[config.mk]
export PLATFORM = sky130hd
export DESIGN_NAME = instr_fetch_unit_flat
export DESIGN_NICKNAME = d
export VERILOG_FILES = /design/src/rtl/instr_fetch_unit_if.sv /design/src/rtl/instr_fetch_unit.sv /design/src/flat_wrapper.sv
export SDC_FILE = /design/constraint.sdc
export NUM_CORES = 1
export LEC_CHECK = 0
export ABC_CLOCK_PERIOD_IN_PS = 4500
export CAP_MARGIN = 30
export CORE_AREA = 2 2 221 223
export DETAILED_ROUTE_END_ITERATION = 12
export DIE_AREA = 0 0 223 225
export PLACE_DENSITY = 0.72
export SETUP_SLACK_MARGIN = 0.05
export SKIP_CTS_REPAIR_TIMING = 1
export SYNTH_ARGS = -nofsm -noshare
export SYNTH_HDL_FRONTEND = slang
export SYNTH_SLANG_ARGS = --single-unit
[constraint.sdc]
create_clock -name clk -period 4.5 [get_ports clk]
set_input_delay 0.9 -clock clk [delete_from_list [all_inputs] [get_ports clk]]
set_output_delay 0.9 -clock clk [all_outputs]
set_load 0.02 [all_outputs]
[src/rtl/instr_fetch_unit_if.sv]
// Fetch-unit bus bundle: control, program-load port and fetched-instruction outputs.
// Latency: none; this is wiring only.
// Backpressure: hold is the only stall; the consumer asserts it to freeze the fetch stream.
interface instr_fetch_unit_if #(
   parameter int INSTR_W = 20,
   parameter int ADDR_W  = 5
);
   logic               start;
   logic               hold;
   logic               jump_valid;
   logic [ADDR_W-1:0]  jump_target;
   logic               prog_we;
   logic [ADDR_W-1:0]  prog_addr;
   logic [INSTR_W-1:0] prog_data;
   logic [INSTR_W-1:0] instruction;
   logic [ADDR_W-1:0]  instr_pc;
   logic               instr_valid;
   logic               halted;

   // Requester side: drives control and program-load, consumes instructions.
   modport master (
      output start, hold, jump_valid, jump_target, prog_we, prog_addr, prog_data,
      input  instruction, instr_pc, instr_valid, halted
   );

   // Fetch unit side.
   modport slave (
      input  start, hold, jump_valid, jump_target, prog_we, prog_addr, prog_data,
      output instruction, instr_pc, instr_valid, halted
   );
endinterface

[src/rtl/instr_fetch_unit.sv]
// Instruction fetch unit: writable program memory, pc with jump/halt, registered instruction out.
// Latency: start sampled at E0 -> mem[0] valid after E1; one instruction per unstalled cycle.
// Backpressure: hold freezes pc, state and all outputs; pending jumps wait until hold drops.
module instr_fetch_unit #(
   parameter int INSTR_W   = 20,
   parameter int ADDR_W    = 5,
   parameter int LAST_ADDR = 24
) (
   input  logic              clk,
   input  logic              reset,
   instr_fetch_unit_if.slave bus
);

   typedef enum logic [1:0] {
      S_IDLE = 2'd0,
      S_RUN  = 2'd1,
      S_HALT = 2'd2
   } state_t;

   localparam logic [ADDR_W-1:0] LP_LAST = ADDR_W'(LAST_ADDR);
   localparam int                LP_DEPTH = 2 ** ADDR_W;

   // Program store; deliberately not touched by reset so a loaded program survives it.
   logic [INSTR_W-1:0] r_mem [LP_DEPTH];

   state_t             r_state, w_state_nxt;
   logic [ADDR_W-1:0]  r_pc, w_pc_nxt;
   logic [INSTR_W-1:0] r_instr, w_instr_nxt;
   logic [ADDR_W-1:0]  r_instr_pc, w_instr_pc_nxt;
   logic               r_instr_vld, w_instr_vld_nxt;
   logic               w_mem_we;

   // Loading is only allowed while no program is executing; reset blocks it as well.
   assign w_mem_we = bus.prog_we && !reset && (r_state != S_RUN);

   // Program memory write port.
   always_ff @(posedge clk) begin
      if (w_mem_we) begin
         r_mem[bus.prog_addr] <= bus.prog_data;
      end
   end

   // Control and output registers, synchronous reset back to IDLE.
   always_ff @(posedge clk) begin
      if (reset) begin
         r_state     <= S_IDLE;
         r_pc        <= '0;
         r_instr     <= '0;
         r_instr_pc  <= '0;
         r_instr_vld <= 1'b0;
      end else begin
         r_state     <= w_state_nxt;
         r_pc        <= w_pc_nxt;
         r_instr     <= w_instr_nxt;
         r_instr_pc  <= w_instr_pc_nxt;
         r_instr_vld <= w_instr_vld_nxt;
      end
   end

   // Next-state logic: start/run/halt sequencing, hold freeze, jump squash, sequential fetch.
   always_comb begin
      w_state_nxt     = r_state;
      w_pc_nxt        = r_pc;
      w_instr_nxt     = r_instr;
      w_instr_pc_nxt  = r_instr_pc;
      w_instr_vld_nxt = r_instr_vld;

      case (r_state)
         S_RUN: begin
            if (!bus.hold) begin
               if (bus.jump_valid) begin
                  // Squashed slot: no fetch, hence no halt even if pc sits on the last address.
                  w_pc_nxt        = bus.jump_target;
                  w_instr_vld_nxt = 1'b0;
               end else begin
                  w_instr_nxt     = r_mem[r_pc];
                  w_instr_pc_nxt  = r_pc;
                  w_instr_vld_nxt = 1'b1;
                  if (r_pc == LP_LAST) begin
                     w_state_nxt = S_HALT;
                  end else begin
                     w_pc_nxt = r_pc + ADDR_W'(1);
                  end
               end
            end
         end
         default: begin
            // IDLE and HALT: nothing new is presented; last fetched values stay visible.
            w_instr_vld_nxt = 1'b0;
            if (bus.start) begin
               w_state_nxt = S_RUN;
               w_pc_nxt    = '0;
            end
         end
      endcase
   end

   assign bus.instruction = r_instr;
   assign bus.instr_pc    = r_instr_pc;
   assign bus.instr_valid = r_instr_vld;
   assign bus.halted      = (r_state == S_HALT);

endmodule

[src/flat_wrapper.sv]
// flat-port wrapper written by rule: the top's interface ports become plain ports
module instr_fetch_unit_flat 
#(
   parameter int INSTR_W   = 20,
   parameter int ADDR_W    = 5,
   parameter int LAST_ADDR = 24
)
  (clk, reset, bus_start, bus_hold, bus_jump_valid, bus_jump_target, bus_prog_we, bus_prog_addr, bus_prog_data, bus_instruction, bus_instr_pc, bus_instr_valid, bus_halted);
  instr_fetch_unit_if #(.INSTR_W(INSTR_W), .ADDR_W(ADDR_W)) bus_i ();
  input  logic clk;
  input  logic reset;
  input wire logic [$bits(bus_i.start)-1:0] bus_start;
  input wire logic [$bits(bus_i.hold)-1:0] bus_hold;
  input wire logic [$bits(bus_i.jump_valid)-1:0] bus_jump_valid;
  input wire logic [$bits(bus_i.jump_target)-1:0] bus_jump_target;
  input wire logic [$bits(bus_i.prog_we)-1:0] bus_prog_we;
  input wire logic [$bits(bus_i.prog_addr)-1:0] bus_prog_addr;
  input wire logic [$bits(bus_i.prog_data)-1:0] bus_prog_data;
  output wire logic [$bits(bus_i.instruction)-1:0] bus_instruction;
  output wire logic [$bits(bus_i.instr_pc)-1:0] bus_instr_pc;
  output wire logic [$bits(bus_i.instr_valid)-1:0] bus_instr_valid;
  output wire logic [$bits(bus_i.halted)-1:0] bus_halted;
  assign bus_i.start = bus_start;
  assign bus_i.hold = bus_hold;
  assign bus_i.jump_valid = bus_jump_valid;
  assign bus_i.jump_target = bus_jump_target;
  assign bus_i.prog_we = bus_prog_we;
  assign bus_i.prog_addr = bus_prog_addr;
  assign bus_i.prog_data = bus_prog_data;
  assign bus_instruction = bus_i.instruction;
  assign bus_instr_pc = bus_i.instr_pc;
  assign bus_instr_valid = bus_i.instr_valid;
  assign bus_halted = bus_i.halted;
  instr_fetch_unit #(.INSTR_W(INSTR_W), .ADDR_W(ADDR_W), .LAST_ADDR(LAST_ADDR)) u_core (.clk(clk), .reset(reset), .bus(bus_i));
endmodule
==> results of run 1 <==
[Yosys cell counts, drive strengths merged (5+ instances only)]
master,number
a21oi,13
a22oi,62
a31oi,20
a32oi,21
buf,38
clkbuf,30
dfxtp,33
edfxtp,640
inv,7
mux2,60
mux2i,81
mux4,120
nand2,36
nand3,7
nor2,40
nor2b,5
[state kept, by name, indices dropped and copies added, names as in the netlist]
signal,cells
u_core.bus.instr_pc,5
u_core.bus.instr_valid,1
u_core.bus.instruction,20
u_core.r_mem,640
u_core.r_pc,5
u_core.r_state,2
[worst max-delay path, delay by kind of cell]
kind            cells  cell delay (ns)
compound gates      2             0.25
buf+inv             2             0.92
simple gates        2             1.36
[metal layers]
| layer | track usage (%) | vias to the layer above | share of wire (%) |
|---|---|---|---|
| met5 | 0 | - | 0 |
| met4 | 6.78 | 0 | 1.8 |
| met3 | 4.07 | 72 | 7.2 |
| met2 | 39.7 | 539 | 50 |
| met1 | 32.9 | 6777 | 41 |
| li1 | - | 5447 | - |
[power by group]
part / internal (mW) / switching [mW]
registers: 6.88 / 0.0195
clock network: 2.99 / 2.24
logic: 0.156 / 0.230
[worst max path at each step]
stage,startpoint,slack (ns),end
6_report,bus_jump_valid,1.56,u_core.bus.instruction[10]
3_3_place_gp,bus_jump_valid,1.10,u_core.bus.instruction[10]
3_5_place_dp,bus_jump_valid,1.01,u_core.bus.instruction[10]
5_1_grt,bus_jump_valid,1.44,u_core.bus.instruction[9]
2_1_floorplan,reset,1.76,u_core.r_mem[12][0]
4_1_cts,bus_jump_valid,1.61,u_core.bus.instruction[10]
[cell type report]
class	instances	area (µm²)	share of cell area, %
sequential	673	19900	66.2
clock inverter	23	189	0.629
multi-input combinational	499	5810	19.4
inverter	7	26.3	0.0875
tap	615	769	2.56
clock buffer	99	1860	6.19
timing repair buffer	134	1480	4.93
[logic make-up after synthesis]
group | synth area share, %
AO/OA/AOI/OAI | 3.76
XOR/XNOR | 0.0336
adder cells (fa/ha/maj) | 0.0960
buffers and inverters | 1.82
flip-flops | 76.3
multiplexers | 16.1
AND/OR/NAND/NOR | 1.96
[through the flow]
stage	setup slack, ns	hold WS [ns]	utilization [%]	power, mW	instance area, µm²
6_report	1.56	0.452	63.1	12.5	30000
5_1_grt	1.44	0.474	63.1	12.9	30000
4_1_cts	1.61	0.455	62.8	12.6	29900
3_5_place_dp	1.01	0.447	58.5	7.40	27800
3_3_place_gp	1.10	0.449	58.0	7.36	27600
2_1_floorplan	1.76	0.486	-	7.18	26100
==> run metrics, run 1 <==
final setup fails 0; most common cell after layout, fill and taps aside edfxtp_1; CP peak stage delay 0.94 ns; VDD IR-drop max 0.307 mV; setup slack, reg-to-reg 1.61 ns; final net count 1420; Clock Skew 0.0136 ns; Hold Crit Depth 2; RD Place Congestion 0.784; ys flop type edfxtp_1; row count 80; cell chain of the critical path clkdlybuf4s50_1, nor3b_1, and3_1, buf_4, a22oi_2, a31oi_1; CTS tree yes; post-DP HPWL 32700 µm; area delta synth->final 15.2%; status completed; antenna-violating nets left 0; residual DRC count 0; crit path launch type input port; setup TNS 0 ns; asr flop ratio synth 0%; Static Leak 9.07 nW; TritonCTS Buffers 67; # diodes 0; Min-Delay Path Class register to register; synth unique cells 43; Synth Area per Inst 20.9 µm²; Syn Nets 1285; hold path endpoint u_core.bus.instr_pc[3]; R2R Path Start u_core.r_pc[1]; top post-synthesis cells by area edfxtp_1 (74%), mux4_2 (10%), mux2i_1 (3.1%); Synth top area share 73.7%; fin crit share 65.4%; io pins 63; Initial Utilization 54.8%; chip width 223 µm; critical path endpoint category register; Critical R2R Capture u_core.r_pc[3]; filler cell count 3100; die height 225 µm; slowest CP cell and3_1; FF-to-FF path depth 6; Fmax 340 MHz; final hold violations 0; post-placement cell count 1921; clock root cell clkbuf_16; worst skew pair latency 0.58 ns; global route total overflow 0; register clock-pin slew on the reported worst setup and hold paths 0.06 ns; crit path DAT 3.45 ns; Seq/Total Area, Yosys 76.3%; most frequent cells in the layout edfxtp_1 (640), mux4_2 (120), mux2i_1 (81); Synth area leader edfxtp_1; Finished Layout Cells 2050; Post-synth EDFFs 640; Max Cap Viol 0; number of global-route vias before repair 13049; largest net degree at the start of global routing 50; number of vias in the routed layout 12835; worst hold start u_core.bus.instr_pc[3]; kind of critical path input port to register; GRT Resource Usage Total 23.8%; Worst Max-Slew Pin Slew 1.07 ns; Synth Warn # 0; RSZ-0062 raised after global routing false; 1st-iter DRT viols 1645; Max clock buf depth 3; die area 50200 µm²; WL per Instance 28.5 µm; Slew Viols, Final 0; Cells after Synth 1247; Pre-antenna DRT Iters 5; H-tree depth 3; initial antenna violation count 0; DRT Wirelength 58500 µm; CP max FO 18; layout cells sized above 1 27.9%; Post-Syn Area 26100 µm²; Sink Count 673; # port buffers 62; fin crit period 2.94 ns; Core ar. 47500 µm²; Pwr Density 417 nW/µm²; post-synthesis register bit count 673; Vias/cell 6.26; first-pass GRT wire length 86000 µm; worst endpoint required time 5.01 ns; Worst slew margin 28.3%
No activity file was read; power rests on OpenSTA's default activity.
==> run 2: changes to the inputs <==
--- a/config.mk
+++ b/config.mk
@@ -5,12 +5,12 @@
 export SDC_FILE = /design/constraint.sdc
 export NUM_CORES = 1
 export LEC_CHECK = 0
-export ABC_CLOCK_PERIOD_IN_PS = 4500
+export ABC_CLOCK_PERIOD_IN_PS = 2600
 export CAP_MARGIN = 30
 export CORE_AREA = 2 2 221 223
 export DETAILED_ROUTE_END_ITERATION = 12
 export DIE_AREA = 0 0 223 225
-export PLACE_DENSITY = 0.72
+export PLACE_DENSITY = 0.74
 export SETUP_SLACK_MARGIN = 0.05
 export SKIP_CTS_REPAIR_TIMING = 1
 export SYNTH_ARGS = -nofsm -noshare
==> constraint.sdc (replaced) <==
create_clock -name clk -period 2.6 [get_ports clk]
set_input_delay 0.52 -clock clk [delete_from_list [all_inputs] [get_ports clk]]
set_output_delay 0.52 -clock clk [all_outputs]
set_load 0.02 [all_outputs]
==> run 2 against run 1 <==
Sequential share of layout area is 0.92 points lower; setup slack worse by 1.2 ns; hold slack better by 0.0028 ns; register-to-register slack worse by 1.3 ns; clock power is 80% higher; first-iteration DRC count is 10% lower; core utilization is 0.89 points higher; combinational power is 73% higher; critical path depth is 4 lower; largest cell class unchanged; largest power group unchanged; highest routed layer is now met5.
==> run metrics, run 2 (synthesized netlist as in run 1, its figures left out) <==
area post-placement 28300 µm² (was 27800 µm²); 1st-iter DRT viols 1477 (was 1645); H-tree depth 3 (unchanged); TritonCTS Buffers 67 (unchanged); Hold Crit Depth 2 (unchanged); worst hold start u_core.bus.instr_pc[2] (was u_core.bus.instr_pc[3]); number of vias in the routed layout 12823 (was 12835); post-layout instance area 30400 µm² (was 30000 µm²); residual DRC count 0 (unchanged); # diodes 0 (unchanged); Initial Utilization 54.8% (unchanged); final hold violations 0 (unchanged); final net count 1449 (was 1420); clock root cell clkbuf_16 (unchanged); status completed (unchanged); critical path endpoint category output pin (was register); largest net degree at the start of global routing 64 (was 50); cell chain of the critical path nor2b_1, clkdlybuf4s50_1 (was clkdlybuf4s50_1, nor3b_1, and3_1, buf_4, a22oi_2, a31oi_1); most common cell after layout, fill and taps aside edfxtp_1 (unchanged); global route total overflow 0 (unchanged); Pwr Density 724 nW/µm² (was 417 nW/µm²); layout cells sized above 1 29.8% (was 27.9%); register clock-pin slew on the reported worst setup and hold paths 0.06 ns (about the same); CP peak stage delay 0.61 ns (was 0.94 ns); setup TNS 0 ns (unchanged); fin crit period 2.25 ns; crit path from u_core.r_state[1] (was bus_jump_valid); worst endpoint required time 2.08 ns (was 5.01 ns); stages on the worst setup path 2 (was 6); Vias/cell 6.19 (was 6.26); Sink Count 673 (unchanged); RSZ-0062 raised after global routing false (unchanged); Placement Setup Slack 0.115 ns (was 1.01 ns); kind of critical path register to output pin (was input port to register); sw frac 19.6% (was 19.9%); slowest CP cell clkdlybuf4s50_1 (was and3_1); Min-Delay Path Class register to register (unchanged); first-pass GRT wire length 83900 µm (was 86000 µm); GRT Resource Usage Total 22.9% (was 23.8%); Core ar. 47500 µm² (unchanged); CTS tree yes (unchanged); Max clock buf depth 3 (unchanged); crit path launch type register (was input port); WL per Instance 27.2 µm (was 28.5 µm); setup slack, reg-to-reg 0.36 ns (was 1.61 ns); Pint 17.7 mW (was 10.0 mW); DRT Wirelength 56400 µm (was 58500 µm); die height 225 µm (unchanged); RD Place Congestion 0.815 (was 0.784); Slew Viols, Final 0 (unchanged); area delta synth->final 16.8% (was 15.2%); Logic pwr share 3.0% (was 3.1%); VDD IR-drop max 0.582 mV (was 0.307 mV); max reg flops 640 (unchanged); number of global-route vias before repair 13259 (was 13049); crit path DAT 1.73 ns (was 3.45 ns); most frequent cells in the layout edfxtp_1 (640), mux4_2 (120), mux2i_1 (81) (unchanged); Top delay family on crit path buffers and inverters (was simple AND/OR/NAND/NOR gates); CP max FO 6 (was 18); fin crit share 86.4%; antenna-violating nets left 0 (unchanged); Pre-antenna DRT Iters 6 (was 5); chip width 223 µm (unchanged); Fmax 445 MHz; post-DP HPWL 35600 µm (was 32700 µm); Max Cap Viol 0 (unchanged); Clock power frac 42.8% (was 41.8%); Biggest register u_core.r_mem (unchanged); Worst slew margin 48.6% (was 28.3%); worst skew pair latency 0.58 ns (about the same); filler cell count 3116 (was 3100); R2R Path Start u_core.r_pc[0] (was u_core.r_pc[1]); Worst Max-Slew Pin Slew 0.751 ns (was 1.07 ns); Clock Skew 0.0235 ns (was 0.0136 ns); switching power total 4.31 mW (was 2.49 mW); Setup WS post-layout 0.354 ns (was 1.56 ns); final setup fails 0 (unchanged); Buf+Inv Stages, Crit Path 1 (was 2); FF-to-FF path depth 6 (unchanged); row count 80 (unchanged); Static Leak 9.24 nW (was 9.07 nW); die area 50200 µm² (unchanged); initial antenna violation count 1 (was 0); io pins 63 (unchanged); Sequential Power Share 54.1% (was 55.1%); # port buffers 62 (unchanged)
## run 2: routing by layer
metal	up-vias	track usage [%]	share of wire [%]	wire length [µm]
met5	-	0	0.016	9
met4	2	6.71	2.2	1220
met3	99	5.19	8.1	4550
met2	540	37.6	49	27700
met1	6671	31.3	41	22900
li1	5511	-	-	-
## run 2: final timing paths
path,end
worst max-delay path,bus_halted
worst min-delay path,u_core.bus.instr_pc[2]
worst max register to register,u_core.bus.instruction[5]
worst min register to register,u_core.bus.instr_pc[2]
## run 2: through the flow
stage	power [mW]	std cells	utilization (%)	hold WS (ns)
2_1_floorplan	12.4	1247	-	0.486
3_3_place_gp	12.8	1955	59.5	0.447
3_5_place_dp	12.8	1957	59.6	0.451
4_1_cts	22.2	2073	64.0	0.459
5_1_grt	22.6	2073	64.0	0.481
6_report	22.0	2073	64.0	0.455
## run 2: area by class of cell
cell class	count	area, µm²	share of cell area, %
inverter	7	26.3	0.0863
timing repair buffer	163	1820	5.97
tap	615	769	2.53
sequential	673	19900	65.3
clock inverter	28	295	0.970
multi-input combinational	499	5810	19.1
clock buffer	88	1840	6.04
## run 2: tightest hold or removal path, cell delays in order (launching register included)
cell,delay [ns]
dfxtp_1,0.31
nand2_1,0.05
a21oi_1,0.05
## run 2: power groups by stage
stage                     Sequential, mW  Clock [mW]  Combinational (mW)
after global routing                11.9        9.99               0.712
after CTS                           11.9        9.58               0.666
after global placement              12.2           0               0.642
after detailed placement            12.2           0               0.662
after floorplan                     12.2           0               0.264
final                               11.9        9.44               0.666
